**config.mk**
```make
export PLATFORM = sky130hd
export DESIGN_NAME = dcache_assoc_param
export DESIGN_NICKNAME = d
export VERILOG_FILES = /design/src/rtl/dcache_assoc_param.sv
export SDC_FILE = /design/constraint.sdc
export NUM_CORES = 2
export LEC_CHECK = 0
export ABC_AREA = 1
export ABC_CLOCK_PERIOD_IN_PS = 6900
export CAP_MARGIN = 20
export CORE_MARGIN = 5
export CORE_UTILIZATION = 30
export DETAILED_ROUTE_END_ITERATION = 6
export PLACE_DENSITY = 0.45
export RECOVER_POWER = 25
export SYNTH_ARGS = -nofsm -noshare
export SYNTH_HDL_FRONTEND = slang
export SYNTH_SLANG_ARGS = --single-unit
export TNS_END_PERCENT = 10
```
**constraint.sdc**
```tcl
create_clock -name CLK -period 6.9 [get_ports CLK]
set_input_delay 1.725 -clock CLK [delete_from_list [all_inputs] [get_ports CLK]]
set_output_delay 1.725 -clock CLK [all_outputs]
set_load 0.01 [all_outputs]
```
**src/rtl/dcache_assoc_param.sv**
```systemverilog
// rtl/dcache_assoc_param.sv - parametrised N-way set-associative write-back data cache
//
// Sits between the datapath memory stage and the memory arbiter.
//   CLK, nRST            clock, asynchronous active-low reset
//   halt                 start writing back every dirty line, then store the hit count
//   dmemREN/dmemWEN      datapath read/write request (mutually exclusive)
//   dmemaddr/dmemstore   byte address and write data of the request
//   dhit/dmemload        request serviced this cycle (combinational) and read data
//   flushed              flush sequence finished; held until reset
//   dREN/dWEN/daddr      memory read/write request and byte address of the word
//   dstore/dload/dwait   memory write data, read data, busy (transfer completes when low)
module dcache_assoc_param #(
    parameter int          NSETS          = 8,
    parameter int          NWAYS          = 2,
    parameter int          WORDS          = 2,
    parameter logic [31:0] HIT_COUNT_ADDR = 32'h3100
) (
    input  logic        CLK,
    input  logic        nRST,
    input  logic        halt,
    input  logic        dmemREN,
    input  logic        dmemWEN,
    input  logic [31:0] dmemaddr,
    input  logic [31:0] dmemstore,
    output logic        dhit,
    output logic [31:0] dmemload,
    output logic        flushed,
    output logic        dREN,
    output logic        dWEN,
    output logic [31:0] daddr,
    output logic [31:0] dstore,
    input  logic [31:0] dload,
    input  logic        dwait
);

    localparam int BW  = $clog2(WORDS);
    localparam int IW  = $clog2(NSETS);
    localparam int TW  = 30 - BW - IW;
    localparam int WW  = (NWAYS > 1) ? $clog2(NWAYS) : 1;
    localparam int BWW = (BW > 0) ? BW : 1;

    typedef enum logic [2:0] {IDLE, WB, ALLOC, FLUSH, COUNT, DONE} state_t;

    state_t state, next_state;

    // line storage
    logic          line_valid [NSETS][NWAYS];
    logic          line_dirty [NSETS][NWAYS];
    logic [WW-1:0] line_age   [NSETS][NWAYS];
    logic [TW-1:0] line_tag   [NSETS][NWAYS];
    logic [31:0]   line_data  [NSETS][NWAYS][WORDS];

    // miss / flush bookkeeping
    logic [BWW-1:0] wcnt;
    logic [WW-1:0]  vway;
    logic [IW-1:0]  r_idx;
    logic [TW-1:0]  r_tag;
    logic [IW-1:0]  f_set;
    logic [WW-1:0]  f_way;
    logic           miss_pending;
    logic [31:0]    hit_cnt;

    // request decode
    logic [IW-1:0]  req_idx;
    logic [TW-1:0]  req_tag;
    logic [BWW-1:0] req_off;
    logic           req;

    assign req_idx = IW'(dmemaddr >> (2 + BW));
    assign req_tag = TW'(dmemaddr >> (2 + BW + IW));
    assign req_off = BWW'((dmemaddr >> 2) & 32'(WORDS - 1));
    assign req     = dmemREN | dmemWEN;

    logic          hit;
    logic [WW-1:0] hit_way;
    logic [WW-1:0] old_age;
    logic [WW-1:0] victim;
    logic          vic_found;
    logic          vic_dirty;
    logic          access_hit;
    logic          last_word;
    logic          fl_dirty;
    logic          fl_last_line;

    function automatic logic [31:0] line_addr(input logic [TW-1:0] t, input logic [IW-1:0] s,
                                              input logic [BWW-1:0] k);
        return (32'(t) << (2 + BW + IW)) | (32'(s) << (2 + BW)) | ((32'(k) & 32'(WORDS - 1)) << 2);
    endfunction

    // descending scan so the lowest matching way is the one left selected
    always_comb begin
        hit     = 1'b0;
        hit_way = '0;
        for (int w = NWAYS - 1; w >= 0; w--) begin
            if (line_valid[req_idx][w] && line_tag[req_idx][w] == req_tag) begin
                hit     = 1'b1;
                hit_way = WW'(w);
            end
        end
    end

    assign old_age = line_age[req_idx][hit_way];

    // victim: first invalid way, else the oldest (age NWAYS-1)
    always_comb begin
        victim    = '0;
        vic_found = 1'b0;
        for (int w = 0; w < NWAYS; w++) begin
            if (!vic_found && !line_valid[req_idx][w]) begin
                victim    = WW'(w);
                vic_found = 1'b1;
            end
        end
        if (!vic_found) begin
            for (int w = 0; w < NWAYS; w++) begin
                if (line_age[req_idx][w] == WW'(NWAYS - 1)) victim = WW'(w);
            end
        end
    end

    assign vic_dirty    = line_valid[req_idx][victim] & line_dirty[req_idx][victim];
    assign access_hit   = hit & req & (state == IDLE) & ~halt;
    assign last_word    = (wcnt == BWW'(WORDS - 1));
    assign fl_dirty     = line_valid[f_set][f_way] & line_dirty[f_set][f_way];
    assign fl_last_line = (f_set == IW'(NSETS - 1)) && (f_way == WW'(NWAYS - 1));

    // state register
    always_ff @(posedge CLK or negedge nRST) begin
        if (!nRST) state <= IDLE;
        else       state <= next_state;
    end

    // next-state logic
    always_comb begin
        next_state = state;
        unique case (state)
            IDLE: begin
                if (halt)             next_state = FLUSH;
                else if (req && !hit) next_state = vic_dirty ? WB : ALLOC;
            end
            WB:    if (!dwait && last_word) next_state = ALLOC;
            ALLOC: if (!dwait && last_word) next_state = IDLE;
            FLUSH: begin
                if (fl_dirty) begin
                    if (!dwait && last_word && fl_last_line) next_state = COUNT;
                end else if (fl_last_line) begin
                    next_state = COUNT;
                end
            end
            COUNT: if (!dwait) next_state = DONE;
            DONE:  next_state = DONE;
            default: next_state = IDLE;
        endcase
    end

    // outputs
    always_comb begin
        dhit     = 1'b0;
        dmemload = '0;
        flushed  = 1'b0;
        dREN     = 1'b0;
        dWEN     = 1'b0;
        daddr    = '0;
        dstore   = '0;
        unique case (state)
            IDLE: begin
                dhit = access_hit;
                if (access_hit) dmemload = line_data[req_idx][hit_way][req_off];
            end
            WB: begin
                dWEN   = 1'b1;
                daddr  = line_addr(line_tag[r_idx][vway], r_idx, wcnt);
                dstore = line_data[r_idx][vway][wcnt];
            end
            ALLOC: begin
                dREN  = 1'b1;
                daddr = line_addr(r_tag, r_idx, wcnt);
            end
            FLUSH: begin
                if (fl_dirty) begin
                    dWEN   = 1'b1;
                    daddr  = line_addr(line_tag[f_set][f_way], f_set, wcnt);
                    dstore = line_data[f_set][f_way][wcnt];
                end
            end
            COUNT: begin
                dWEN   = 1'b1;
                daddr  = HIT_COUNT_ADDR;
                dstore = hit_cnt;
            end
            DONE:    flushed = 1'b1;
            default: ;
        endcase
    end

    // counters, latched miss context, hit counter
    always_ff @(posedge CLK or negedge nRST) begin
        if (!nRST) begin
            wcnt         <= '0;
            vway         <= '0;
            r_idx        <= '0;
            r_tag        <= '0;
            f_set        <= '0;
            f_way        <= '0;
            miss_pending <= 1'b0;
            hit_cnt      <= '0;
        end else begin
            unique case (state)
                IDLE: begin
                    if (halt) begin
                        f_set <= '0;
                        f_way <= '0;
                        wcnt  <= '0;
                    end else if (req && !hit) begin
                        vway  <= victim;
                        r_idx <= req_idx;
                        r_tag <= req_tag;
                        wcnt  <= '0;
                    end
                    // the first hit after a refill is the refilled request itself
                    if (access_hit) begin
                        if (miss_pending) miss_pending <= 1'b0;
                        else              hit_cnt      <= hit_cnt + 32'd1;
                    end
                end
                WB, ALLOC: begin
                    if (!dwait) begin
                        wcnt <= last_word ? '0 : wcnt + 1'b1;
                        if (state == ALLOC && last_word) miss_pending <= 1'b1;
                    end
                end
                FLUSH: begin
                    if (!fl_dirty || (!dwait && last_word)) begin
                        wcnt <= '0;
                        if (f_way == WW'(NWAYS - 1)) begin
                            f_way <= '0;
                            f_set <= f_set + 1'b1;
                        end else begin
                            f_way <= f_way + 1'b1;
                        end
                    end else if (!dwait) begin
                        wcnt <= wcnt + 1'b1;
                    end
                end
                default: ;
            endcase
        end
    end

    // valid / dirty / age
    always_ff @(posedge CLK or negedge nRST) begin
        if (!nRST) begin
            for (int s = 0; s < NSETS; s++) begin
                for (int w = 0; w < NWAYS; w++) begin
                    line_valid[s][w] <= 1'b0;
                    line_dirty[s][w] <= 1'b0;
                    line_age[s][w]   <= WW'(w);
                end
            end
        end else begin
            if (access_hit) begin
                for (int w = 0; w < NWAYS; w++) begin
                    if (WW'(w) == hit_way)
                        line_age[req_idx][w] <= '0;
                    else if (line_age[req_idx][w] < old_age)
                        line_age[req_idx][w] <= line_age[req_idx][w] + 1'b1;
                end
                if (dmemWEN) line_dirty[req_idx][hit_way] <= 1'b1;
            end
            // a line only becomes valid once every word has arrived
            if (state == ALLOC && !dwait && last_word) begin
                line_valid[r_idx][vway] <= 1'b1;
                line_dirty[r_idx][vway] <= 1'b0;
            end
        end
    end

    // data and tag arrays carry no reset; validity guards them
    always_ff @(posedge CLK) begin
        if (access_hit && dmemWEN) line_data[req_idx][hit_way][req_off] <= dmemstore;
        if (state == ALLOC && !dwait) begin
            line_data[r_idx][vway][wcnt] <= dload;
            if (last_word) line_tag[r_idx][vway] <= r_tag;
        end
    end

endmodule

```
==> flow_summary.ini <==
[run_status]
status = finished, violations left
violations = capacitance limit, slew limit

[finish]
post-route-util = 0.366
seq_area_um2 = 46200
drive_gt1_frac = 0.123
fill_cells = 28333
fin_cells = 13720
stdcell_area_um2 = 103000
multi_input_area_um2 = 33000
area_delta_synth_final_pct = 21.5
nNetsFinal = 9931

[synth]
synth_ff_type = edfxtp_1
synth_top_cell_by_area = edfxtp_1
synth_top_area_share = 0.509
seq_area_frac_synth = 0.544
async_flop_share = 0.0763
synth_area_um2 = 85000
synth_edf_count = 1440
ys_seq_elements = 1559
synth_cell_types = 62
yosysWarningCount = 0
synth.top_cells.by_area = edfxtp_1 51%, nand2_1 7.2%, o21ai_0 5.5%, nand3_1 4.8%, inv_1 4.0%
synthCells = 9443
syn_area_per_cell_um2 = 9.00

[global_routing]
grt_pass1_wl_um = 623000
grt_pass1_vias = 79579
antenna_found_initial = 20
overflow = 0
grt_max_degree = 205
grt_use_total = 0.296

[cts]
cts.htree.levels = 4
numCtsBuffers = 188
clock_path_buffers = 4
cts_tree = done
clock-sinks = 1559
root_buffer = clkbuf_16
postCtsHoldBufs = 0
worstSkewPairLatency_ps = 900
clk_pin_slew_ps = 60

[sta]
slew_headroom = -1.73
finalHoldViolCount = 0
rsz0062_at_grt = true
period_minus_slack_ps = 6850
setup_viol = 0
fmax_ghz = 0.146
period_share = 0.993
finClkSkew_ps = 85.6
fin_setup_tns_ps = 0
worst_pin_slew_ps = 4100
slew_violations = 316

[flow_run]
drv_cap = 12

[power_and_ir_drop]
leakage_nw = 37.9
finalPower_mw = 35.5
powerDensity_nw_per_um2 = 344
ir_drop_mv = 0.323

[routing]
wl_um = 456000
num_vias = 84474
first_iter_violations = 12512
drt_first_pass_iters = 7
via_per_inst = 6.16
route.detailed.drc = 0
wl_per_cell_um = 33.3
ant_nets = 0

[critical_path]
rr_startpoint = state[2]$_DFFE_PN0P_
path_class = in -> out
end_kind = output port
cp-start-kind = input pin
cp_data_required_time_ps = 5180
worstSetupStartpoint = dmemaddr[5]
path_max_fanout = 10
critPathArrivalTime_ps = 5130

[place]
placed_cell_area_um2 = 96500
gp_congestion = 0.918
place_inst = 13338
dp_hpwl_um = 265000
io_buffers = 197

[floorplanning]
chipHeight_um = 542
ios = 202
initial_core_util = 0.301
dieWidth_um = 542
core_region_area_um2 = 282000
dieArea_um2 = 294000
row_count = 195

[min_path]
hp-class = reg -> reg
hold_start = line_age[0]$_DFFE_PN1P_
==> cell usage after synthesis, types with 5 or more instances <==
| master | instances |
|---|---|
| nand2_1 | 1625 |
| edfxtp_1 | 1440 |
| o21ai_0 | 926 |
| a211oi_1 | 27 |
| o2111ai_1 | 100 |
| nor3_2 | 6 |
| o221ai_1 | 118 |
| a22oi_1 | 123 |
| nand3_1 | 810 |
| o21a_1 | 6 |
| nor2_1 | 577 |
| inv_2 | 13 |
| o21ai_1 | 52 |
| o2bb2ai_1 | 29 |
| or4_1 | 36 |
| dfstp_2 | 8 |
| nor3_1 | 59 |
| inv_1 | 914 |
| dfrtp_1 | 111 |
| or2_2 | 8 |
| buf_2 | 68 |
| a21oi_1 | 632 |
| o22ai_1 | 491 |
| o311ai_0 | 20 |
| a221oi_1 | 180 |
| buf_1 | 102 |
| a2111oi_0 | 30 |
| nand4_1 | 93 |
| o211ai_1 | 204 |
| nor2_2 | 5 |
| buf_6 | 24 |
| clkbuf_1 | 508 |
| nor4_1 | 7 |
| buf_4 | 34 |
| o31ai_1 | 9 |
| clkinv_1 | 5 |
==> metal layers <==
layer | global-route usage | wire (um) | part of all wire | up-vias
met2 | 0.456 | 198000 | 0.43 | 6643
met4 | 0.170 | 31600 | 0.069 | 2
met5 | 0 | 7 | 0.000015 | -
met3 | 0.0673 | 52300 | 0.11 | 1663
met1 | 0.383 | 174000 | 0.38 | 40978
li1 | - | - | - | 35188
==> worst max-delay path, cell delays in order <==
cell	delay [ps]
dlygate4sd2_1	260
buf_12	140
nor2_4	130
buf_12	150
buf_16	180
buf_8	130
nand3_1	90
nand2_2	90
o21ai_0	90
nand2_1	210
nand2_1	70
nor2_1	110
nand2_1	80
nor2_1	110
nand2_2	180
clkinv_4	120
nand2_8	70
nor2_4	220
buf_12	220
buf_4	160
nand2_1	60
nand2_1	90
nor2_2	60
dlygate4sd2_1	280
==> power breakdown <==
| part | switching (mW) | internal, mW | total, mW |
|---|---|---|---|
| registers | 0.657 | 11.4 | 12.0 |
| clock network | 4.19 | 5.53 | 9.71 |
| logic | 9.91 | 3.87 | 13.8 |
==> per-stage QoR <==
stage	worst slack, ps	hold slack [ps]
final	48.7	470
after CTS	0.0839	469
after global routing	-64.9	484
after detailed placement	-1040	456
after global placement	-1070	451
after floorplan	1470	433
==> path summary, 6_finish.rpt <==
kind	to	cells after the start	slack (ps)
worst max-delay path	dmemload[26]	24	50
worst min-delay path	line_age[0]$_DFFE_PN1P_	2	470
worst max register to register	line_tag[1][48]$_DFFE_PP_	7	950
worst min register to register	line_age[0]$_DFFE_PN1P_	2	470
max in group asynchronous	r_tag[20]$_DFFE_PN0P_	2	1520
min in group asynchronous	r_tag[13]$_DFFE_PN0P_	1	2330
==> cell type report <==
cell class / instances / share of cell area
Clock buffer: 241 / 0.0490
Inverter: 934 / 0.0349
Antenna cell: 8 / 0.000194
Multi-Input combinational cell: 6214 / 0.319
Clock inverter: 92 / 0.00708
Tap cell: 3743 / 0.0454
Sequential cell: 1559 / 0.448
Timing Repair Buffer: 929 / 0.0962
==> cell families after synthesis <==
kind of cell | synth area share
compound gates | 0.214
xor+xnor | 0.000103
fa+ha+maj | 0.000442
buf+inv | 0.0785
flops | 0.544
other cells | 0.0000441
simple gates | 0.163
==> state kept, by name (all words and copies together) (netlist names) <==
signal and count:
f_set 3, line_data 1024, line_age 16, line_valid 16, line_dirty 16, f_way 1, miss_pending 1, state 3
line_tag 416, vway 1, last_word 1, hit_cnt 32, r_idx 3, r_tag 26
==> cell usage in the layout (no fill, tap or decap), drive strengths merged, types with 9 or more instances in the layout <==
master	synthesis	routed
buf	228	727
nand3	812	812
o31ai	9	9
o2111ai	100	100
a221oi	180	180
nand2	1630	1630
clkdlybuf4s50	0	158
o22ai	491	491
bufinv	0	10
o21ai	979	979
or2	9	9
dfrtp	111	111
o2bb2ai	29	29
edfxtp	1440	1440
nor2	585	585
inv	928	931
dlygate4sd2	0	10
a2111oi	30	30
a211oi	27	27
o211ai	204	204
o221ai	118	118
a21oi	632	632
clkinv	6	80
a22oi	123	123
o311ai	20	20
nor3	65	65
nand4	94	94
or4	36	36
clkbuf	509	265
==> repair_timing <==
action,CTS,global route
resized for setup,151,63
endpoints found under the hold margin,0,0
pin swaps,25,22
buffers inserted,25,4
setup endpoints to repair,33,32
cloned,6,0
No activity file was read; power rests on OpenSTA's default activity.
